File: src/rtl/dino_game_ctrl.sv
// Top-level game sequencer for the dino runner.
// It turns space-key presses into start, jump and restart requests, and gates datapath motion.
// It latches dino/obstacle overlap seen during scan-out, and keeps the score, high score and
// obstacle speed.
module dino_game_ctrl #(
  parameter logic [7:0]  SPACE_KEY = 8'h2C,
  parameter int unsigned SCORE_DIV = 6,
  parameter int unsigned SPEED_PTS = 50,
  parameter logic [9:0]  STEP_INIT = 10'd2,
  parameter logic [9:0]  STEP_MAX  = 10'd8,
  parameter int unsigned OVER_HOLD = 30
) (
  input  logic        Clk,
  input  logic        Reset,
  input  logic        frame_clk,
  input  logic [7:0]  keycode,
  input  logic        is_ball,
  input  logic        is_tree,
  output logic        run_en,
  output logic        restart,
  output logic        jump_req,
  output logic [9:0]  obs_step,
  output logic [1:0]  game_state,
  output logic [13:0] score,
  output logic [13:0] hi_score
);

  typedef enum logic [1:0] {
    StIdle = 2'd0,
    StRun  = 2'd1,
    StOver = 2'd2
  } state_e;

  localparam logic [15:0] FrameLast = 16'(SCORE_DIV - 1);
  localparam logic [15:0] PtsLast   = 16'(SPEED_PTS - 1);
  localparam logic [15:0] HoldMax   = 16'(OVER_HOLD);
  localparam logic [13:0] ScoreMax  = 14'd9999;

  state_e      state_q, state_d;
  logic        run_en_q, run_en_d;
  logic        restart_q, restart_d;
  logic        jump_req_q, jump_req_d;
  logic [9:0]  obs_step_q, obs_step_d;
  logic [13:0] score_q, score_d;
  logic [13:0] hi_score_q, hi_score_d;
  logic [15:0] frame_cnt_q, frame_cnt_d;
  logic [15:0] pt_cnt_q, pt_cnt_d;
  logic [15:0] hold_cnt_q, hold_cnt_d;
  logic        frame_dly_q, frame_dly_d;
  logic        frame_tick_q, frame_tick_d;
  logic        key_prev_q, key_prev_d;
  logic        coll_q, coll_d;

  logic key_now, press, hit, coll_seen, start;

  // Next-state logic: edge detectors, collision latch and the game sequencer.
  always_comb begin
    key_now   = (keycode == SPACE_KEY);
    press     = key_now & ~key_prev_q;
    hit       = is_ball & is_tree;
    // An overlap on the tick cycle itself still belongs to the frame being closed.
    coll_seen = coll_q | hit;
    start     = 1'b0;

    frame_dly_d  = frame_clk;
    frame_tick_d = frame_clk & ~frame_dly_q;
    key_prev_d   = key_now;
    coll_d       = frame_tick_q ? 1'b0 : coll_seen;

    state_d     = state_q;
    restart_d   = 1'b0;
    jump_req_d  = 1'b0;
    obs_step_d  = obs_step_q;
    score_d     = score_q;
    hi_score_d  = hi_score_q;
    frame_cnt_d = frame_cnt_q;
    pt_cnt_d    = pt_cnt_q;
    hold_cnt_d  = hold_cnt_q;

    case (state_q)
      StIdle: begin
        // A coincident frame tick is ignored when the game starts.
        if (press) start = 1'b1;
      end
      StRun: begin
        if (frame_tick_q && coll_seen) begin
          // Game over wins over a coincident press and freezes score/speed for this tick.
          state_d    = StOver;
          hold_cnt_d = '0;
          if (score_q > hi_score_q) hi_score_d = score_q;
        end else begin
          if (press) jump_req_d = 1'b1;
          if (frame_tick_q) begin
            if (frame_cnt_q == FrameLast) begin
              frame_cnt_d = '0;
              if (score_q != ScoreMax) score_d = score_q + 14'd1;
              if (pt_cnt_q == PtsLast) begin
                pt_cnt_d   = '0;
                obs_step_d = (obs_step_q >= STEP_MAX) ? STEP_MAX : obs_step_q + 10'd1;
              end else begin
                pt_cnt_d = pt_cnt_q + 16'd1;
              end
            end else begin
              frame_cnt_d = frame_cnt_q + 16'd1;
            end
          end
        end
      end
      StOver: begin
        if (press && (hold_cnt_q == HoldMax)) begin
          start = 1'b1;
        end else if (frame_tick_q && (hold_cnt_q != HoldMax)) begin
          hold_cnt_d = hold_cnt_q + 16'd1;
        end
      end
      default: state_d = StIdle;
    endcase

    if (start) begin
      state_d     = StRun;
      restart_d   = 1'b1;
      score_d     = '0;
      obs_step_d  = STEP_INIT;
      frame_cnt_d = '0;
      pt_cnt_d    = '0;
    end

    run_en_d = (state_d == StRun);
  end

  // All state and registered outputs, synchronous active-high reset.
  always_ff @(posedge Clk) begin
    if (Reset) begin
      state_q      <= StIdle;
      run_en_q     <= 1'b0;
      restart_q    <= 1'b0;
      jump_req_q   <= 1'b0;
      obs_step_q   <= STEP_INIT;
      score_q      <= '0;
      hi_score_q   <= '0;
      frame_cnt_q  <= '0;
      pt_cnt_q     <= '0;
      hold_cnt_q   <= '0;
      frame_dly_q  <= 1'b0;
      frame_tick_q <= 1'b0;
      key_prev_q   <= 1'b0;
      coll_q       <= 1'b0;
    end else begin
      state_q      <= state_d;
      run_en_q     <= run_en_d;
      restart_q    <= restart_d;
      jump_req_q   <= jump_req_d;
      obs_step_q   <= obs_step_d;
      score_q      <= score_d;
      hi_score_q   <= hi_score_d;
      frame_cnt_q  <= frame_cnt_d;
      pt_cnt_q     <= pt_cnt_d;
      hold_cnt_q   <= hold_cnt_d;
      frame_dly_q  <= frame_dly_d;
      frame_tick_q <= frame_tick_d;
      key_prev_q   <= key_prev_d;
      coll_q       <= coll_d;
    end
  end

  assign run_en     = run_en_q;
  assign restart    = restart_q;
  assign jump_req   = jump_req_q;
  assign obs_step   = obs_step_q;
  assign game_state = state_q;
  assign score      = score_q;
  assign hi_score   = hi_score_q;

endmodule

File: config.mk
export PLATFORM = sky130hd
export DESIGN_NAME = dino_game_ctrl
export DESIGN_NICKNAME = d
export VERILOG_FILES = /design/src/rtl/dino_game_ctrl.sv
export SDC_FILE = /design/constraint.sdc
export NUM_CORES = 1
export LEC_CHECK = 0
export BUFFER_PORTS_ARGS = -buffer_cell sky130_fd_sc_hd__buf_2
export CORE_AREA = 2 2 114 116
export CTS_CLUSTER_SIZE = 20
export DETAILED_ROUTE_END_ITERATION = 16
export DIE_AREA = 0 0 116 118
export PLACE_DENSITY = 0.53
export SLEW_MARGIN = 20
export SYNTH_ARGS = -nofsm -noshare
export SYNTH_HDL_FRONTEND = slang
export SYNTH_SLANG_ARGS = --single-unit
File: constraint.sdc
create_clock -name Clk -period 2.53 [get_ports Clk]
set_input_delay 0.3795 -clock Clk [delete_from_list [all_inputs] [get_ports Clk]]
set_output_delay 0.3795 -clock Clk [all_outputs]
set_load 0.005 [all_outputs]
==> summary.md, run 1 <==
## Synthesis
* **Gate Count Post-Synth** 554
* **net count of the mapped netlist** 590
* **fraction of registers with async set or reset after synthesis** 0
* **area share of the largest cell type after synthesis** 0.396
* **count of flip-flops with a built-in enable after synthesis** 0
* **post-synthesis sequential element count** 95
* **synthesized area divided by synthesized cell count** 8.66 um2
* **number of unique standard cell types used by synthesis** 59
* **main area contributors after synthesis** sky130_fd_sc_hd__dfxtp_1, sky130_fd_sc_hd__ha_1, sky130_fd_sc_hd__nor2_1
* **yosys warns** 0
* **Syn Std Cell Area** 0.00480 mm2
* **library cell occupying the most area in the post-synthesis netlist** sky130_fd_sc_hd__dfxtp_1
* **dominant synthesized flop cell** sky130_fd_sc_hd__dfxtp_1
* **register area share after synthesis** 0.396

## Floorplan
* **Boundary Pins** 56
* **full die area** 0.0137 mm2
* **width of the die** 116 um
* **Placeable Area** 0.0124 mm2
* **FP Rows** 41
* **die extent in y** 118 um
* **initial standard-cell utilization of the core** 0.387

## STA
* **Tightest Pin Transition** 693 ps
* **worst-case clock skew** 10.7 ps
* **Setup violations, final** 0
* **RSZ-0062 raised after global routing** false
* **worst rel slew slack** 0.538
* **final count of pins violating max slew** 0
* **Highest Clock Rate** 430 MHz
* **period utilisation layout** 0.918
* **final count of hold timing violations** 0
* **Final Critical Period** 2320 ps
* **Post-Route Setup TNS** 0 ps

## Route
* **drt via density** 5.28
* **violation count after the first detailed-route iteration** 174
* **post-route antenna net violation count** 0
* **vias after detailed routing** 4,248
* **final routed DRC violation total** 0
* **length of the first detailed-routing pass in iterations** 4
* **average wire per standard cell** 14.4 um
* **DRT Wirelength** 11.6 mm

## Clock network
* **TritonCTS Buffers** 9
* **count of buffers added by post-CTS timing repair for setup** 0
* **clock transition at the registers of the reported paths** 70 ps
* **H-Tree Level Count** 3
* **clock latency on the worst-skew pair** 350 ps
* **hold buffer count at CTS** 0
* **TritonCTS clock tree** yes
* **Sink Count** 95
* **clock tree buffer depth** 2
* **number of resized instances in the post-cts repair step** 0
* **buffer type at the clock tree root** sky130_fd_sc_hd__clkbuf_16

## Setup path
* **largest driver fanout on the critical path** 14
* **Setup crit start kind** flop
* **critical path required time** 2760 ps
* **Setup Crit Path Kind** flop to flop
* **CP Data Arrival Time** 2550 ps
* **kind of end point of the critical path** flop

## Placed design
* **count of buffers inserted at the top-level ports** 55
* **GPL Wtd Cong** 0.862
* **placed cells** 790
* **final HPWL from detailed placement** 8.76 mm

## Pwr
* **LEAKAGE** 2.21 nW
* **power density normalized to cell area** 519 mW/mm2
* **maximum vdd drop** 0.278 mV

## Finish
* **NumNets Final** 665
* **n_diodes** 0
* **fin cells** 805
* **Fill cells** 1,247
* **Area Overhead vs Synth** 19.7%
* **most frequent cells in the layout** sky130_fd_sc_hd__dfxtp_1, sky130_fd_sc_hd__nor2_1, sky130_fd_sc_hd__buf_2
* **share of cells above drive strength 1** 0.183
* **most frequent standard cell in the layout excluding fill and tap cells** sky130_fd_sc_hd__dfxtp_1

## Status
* **run status** finished clean

## Global route
* **antenna violations before repair** 0
* **Overflow after GRT** 0
* **vias in the first global route** 4,064
* **maximum number of pins on one net before global-route repair** 16
* **wire length of the first global-routing pass** 19.4 mm
* **overall global routing resource usage** 0.174

## Min path
* **Hold/Removal Path Class** primary input to flop

## Run
* **maxcap violations** 0

-- per-stage QoR --
step                      worst slack [ps]   util  hold slack [ps]  instance area (um2)  power, mW
after detailed placement              67.9  0.437              378                 5420       1.60
after floorplan                        398      -              367                 4800       1.57
after CTS                             41.2  0.461              293                 5730       3.02
after global placement                 147  0.437              372                 5420       1.60
final                                  207  0.463              304                 5740       2.98
after global routing                  17.0  0.463              310                 5740       3.09
-- cells in the mapped netlist, types with 3 or more instances --
library cell               number
sky130_fd_sc_hd__inv_1         27
sky130_fd_sc_hd__xor2_1        13
sky130_fd_sc_hd__o21ai_0       16
sky130_fd_sc_hd__xnor2_1       26
sky130_fd_sc_hd__a21oi_1       36
sky130_fd_sc_hd__and3_1        12
sky130_fd_sc_hd__a21o_1         4
sky130_fd_sc_hd__and4_1         8
sky130_fd_sc_hd__nand4_1       20
sky130_fd_sc_hd__o211ai_1       5
sky130_fd_sc_hd__nor4_1        18
sky130_fd_sc_hd__nor4b_1        4
sky130_fd_sc_hd__nor4_2         3
sky130_fd_sc_hd__dfxtp_1       95
sky130_fd_sc_hd__ha_1          23
sky130_fd_sc_hd__nand2_1       28
sky130_fd_sc_hd__nor3_1        21
sky130_fd_sc_hd__mux2i_1        5
sky130_fd_sc_hd__nor3b_1        3
sky130_fd_sc_hd__nand3_1       26
sky130_fd_sc_hd__or3b_1         3
sky130_fd_sc_hd__a22o_1        13
sky130_fd_sc_hd__or3_1         11
sky130_fd_sc_hd__nand2b_1       6
sky130_fd_sc_hd__buf_2          7
sky130_fd_sc_hd__nor2_1        66
sky130_fd_sc_hd__nor2b_1        7
sky130_fd_sc_hd__clkbuf_1       8
-- report_power, final --
group / switching, mW / leakage (nW) / internal (mW)
combinational: 0.0455 / 1.31 / 0.0228
sequential: 0.00166 / 0.765 / 1.50
clock: 0.593 / 0.144 / 0.819
total: 0.640 / 2.21 / 2.34
-- critical path: stages, from the launching register on --
cell and delay [ps]:
sky130_fd_sc_hd__dfxtp_1 390, sky130_fd_sc_hd__ha_1 190, sky130_fd_sc_hd__nor3b_1 320, sky130_fd_sc_hd__a41oi_1 260, sky130_fd_sc_hd__or4_1 710, sky130_fd_sc_hd__nand3_4 260, sky130_fd_sc_hd__nor2_1 80
-- sequential cells by signal, indices dropped and copies added, names as in the netlist --
register and count:
coll_q 1, frame_cnt_q 16, frame_dly_q 1, frame_tick_q 1, game_state 2, hi_score 14
hold_cnt_q 16, jump_req 1, key_prev_q 1, obs_step 10, pt_cnt_q 16, restart 1
run_en 1, score 14
-- path summary, 6_finish.rpt --
path / start / to / slack [ps] / cells past startpoint
hold reg to reg: frame_dly_q / frame_tick_q / 390 / 1
hold / removal: frame_clk / frame_dly_q / 300 / 2
setup / recovery: hold_cnt_q[1] / frame_cnt_q[15] / 210 / 6
setup reg to reg: hold_cnt_q[1] / frame_cnt_q[15] / 210 / 6
-- cell families (layout without fill, tap and decap cells) --
kind of cell    after synthesis  count (layout)  synth area share
xor+xnor                     39              39            0.0712
simple gates                257             257             0.301
buf+inv                      46             125            0.0409
flops                        95              95             0.396
fa+ha+maj                    23              23            0.0600
mux                           5               5            0.0104
compound gates               89              89             0.120
-- routing by layer --
layer	wire length [um]	track usage	share of wire	up-vias
met1	5590	0.223	0.48	2006
met3	428	0.0355	0.037	10
li1	-	-	-	2156
met2	5440	0.290	0.47	76
met4	161	0.0588	0.014	0
met5	0	0	0	-
-- cell type report --
cell class                 count  area [um2]  area share
timing repair buffer          83         485      0.0845
clock buffer                  11         253      0.0440
inverter                      27         101      0.0176
tap                          172         215      0.0375
sequential                    95        1900       0.331
clock inverter                 4        53.8     0.00937
multi-input combinational    413        2730       0.476
Power figures use the tool's default switching activity.
==> run 2: changes to the inputs <==
--- a/config.mk
+++ b/config.mk
@@ -11,6 +11,7 @@
 export DETAILED_ROUTE_END_ITERATION = 16
 export DIE_AREA = 0 0 116 118
 export PLACE_DENSITY = 0.53
+export SETUP_SLACK_MARGIN = 0.1
 export SLEW_MARGIN = 20
 export SYNTH_ARGS = -nofsm -noshare
 export SYNTH_HDL_FRONTEND = slang
==> constraint.sdc (replaced) <==
create_clock -name Clk -period 2.9 [get_ports Clk]
set_input_delay 0.435 -clock Clk [delete_from_list [all_inputs] [get_ports Clk]]
set_output_delay 0.435 -clock Clk [all_outputs]
set_load 0.005 [all_outputs]
==> run 2 against run 1 <==
Worst setup slack improved by 240 ps. Non-clock buffer count is 18 lower. Die area is the same. Critical path type unchanged. Critical endpoint is now hi_score[4]. Highest routed layer unchanged.
==> summary.md, run 2 (same netlist as run 1, synthesis figures left out) <==
## Global route
* **wire length of the first global-routing pass** 18.6 mm
* **antenna violations before repair** 0
* **Overflow after GRT** 0
* **maximum number of pins on one net before global-route repair** 30
* **overall global routing resource usage** 0.167
* **vias in the first global route** 3,767

## Setup path
* **largest driver fanout on the critical path** 13
* **Setup crit start kind** flop
* **startpoint of the lowest-slack register-to-register path** score[8]
* **Setup Crit Path Kind** flop to flop
* **CP Data Arrival Time** 2730 ps
* **worst setup slack for register-to-register paths** 450 ps
* **destination of the worst register-to-register timing path** hi_score[4]
* **kind of end point of the critical path** flop
* **cells on worst reg2reg path** 6
* **critical path required time** 3180 ps

## Clock network
* **TritonCTS Buffers** 9
* **clock transition at the registers of the reported paths** 70 ps
* **clock latency on the worst-skew pair** 340 ps
* **TritonCTS clock tree** yes
* **count of buffers added by post-CTS timing repair for setup** 0
* **buffer type at the clock tree root** sky130_fd_sc_hd__clkbuf_16
* **hold buffer count at CTS** 0
* **number of resized instances in the post-cts repair step** 0
* **clock tree buffer depth** 2
* **Sink Count** 95
* **H-Tree Level Count** 3

## Floorplan
* **FP Rows** 41
* **die extent in y** 118 um
* **Placeable Area** 0.0124 mm2
* **width of the die** 116 um
* **Boundary Pins** 56
* **full die area** 0.0137 mm2
* **initial standard-cell utilization of the core** 0.387

## STA
* **Post-Route Setup TNS** 0 ps
* **Highest Clock Rate** 408 MHz
* **Tightest Pin Transition** 939 ps
* **final count of hold timing violations** 0
* **Final Critical Period** 2450 ps
* **worst-case clock skew** 11.6 ps
* **Setup violations, final** 0
* **worst rel slew slack** 0.374
* **RSZ-0062 raised after global routing** false
* **period utilisation layout** 0.846
* **final count of pins violating max slew** 0

## Placed design
* **count of buffers inserted at the top-level ports** 55
* **final HPWL from detailed placement** 8.34 mm
* **GPL Wtd Cong** 0.888

## Min path
* **Min-Delay Path Depth** 2
* **Hold/Removal Path Class** primary input to flop
* **Min-Delay Endpoint** frame_dly_q
* **Hold Crit Start** frame_clk

## Pwr
* **power density normalized to cell area** 445 mW/mm2
* **power after layout** 2.48 mW
* **LEAKAGE** 2.12 nW
* **maximum vdd drop** 0.251 mV

## Route
* **DRT Wirelength** 11.2 mm
* **vias after detailed routing** 4,128
* **violation count after the first detailed-route iteration** 260
* **length of the first detailed-routing pass in iterations** 4
* **drt via density** 5.25
* **final routed DRC violation total** 0
* **post-route antenna net violation count** 0
* **average wire per standard cell** 14.2 um

## Finish
* **most frequent standard cell in the layout excluding fill and tap cells** sky130_fd_sc_hd__dfxtp_1
* **n_diodes** 0
* **Fill cells** 1,253
* **area of the multi-input gates** 0.00272 mm2
* **most frequent cells in the layout** sky130_fd_sc_hd__dfxtp_1, sky130_fd_sc_hd__nor2_1, sky130_fd_sc_hd__buf_2
* **share of cells above drive strength 1** 0.158
* **NumNets Final** 647
* **registers with the most flip-flops** frame_cnt_q x16, hold_cnt_q x16, pt_cnt_q x16
* **sequential cell area in the final layout** 0.00190 mm2
* **Area Overhead vs Synth** 16.1%

## Run
* **maxcap violations** 0

## Status
* **run status** finished clean

[run 2: cell type report]
| type | instances | area share |
|---|---|---|
| inverter | 27 | 0.0182 |
| tap | 172 | 0.0386 |
| timing repair buffer | 65 | 0.0651 |
| clock inverter | 3 | 0.00337 |
| clock buffer | 12 | 0.0460 |
| sequential | 95 | 0.341 |
| multi-input combinational | 413 | 0.487 |
[run 2: report_power, final]
part           internal, mW  total, mW  switching [mW]
sequential             1.31       1.31         0.00154
clock                 0.623       1.11           0.491
combinational        0.0177     0.0561          0.0384
[run 2: how the worst max path moves through the flow]
stage / slack, ps / end / startpoint / cells after the start
after global routing: 320 / hi_score[7] / score[3] / 6
after CTS: 430 / hi_score[9] / score[8] / 6
after global placement: 490 / hi_score[9] / score[9] / 5
after floorplan: 770 / hi_score[8] / score[3] / 7
final: 450 / hi_score[4] / score[8] / 6
after detailed placement: 450 / hi_score[9] / score[8] / 6
[run 2: per-layer routing]
metal  global-route usage  vias to the layer above  share of wire  wire [um]
met3               0.0304                        8          0.032        363
met1                0.230                     1931           0.51       5660
li1                     -                     2127              -          -
met2                0.260                       62           0.45       5050
met5                    0                        -              0          0
met4               0.0618                        0          0.012        138
[run 2: stage by stage]
stage	instances	instance area, um2	hold slack [ps]	util	setup WS (ps)
2_1_floorplan	554	4800	367	-	768
3_3_place_gp	772	5300	372	0.427	492
3_5_place_dp	772	5300	377	0.427	449
4_1_cts	787	5570	342	0.449	432
5_1_grt	787	5570	379	0.449	315
6_report	787	5570	359	0.449	448
[run 2: critical path, cell delays in order, from the launching register on]
cell and delay, ps:
sky130_fd_sc_hd__dfxtp_1 480, sky130_fd_sc_hd__ha_1 300, sky130_fd_sc_hd__nand4_1 180, sky130_fd_sc_hd__nor4_1 110, sky130_fd_sc_hd__or2_1 260, sky130_fd_sc_hd__a311oi_2 820, sky130_fd_sc_hd__a22o_1 230
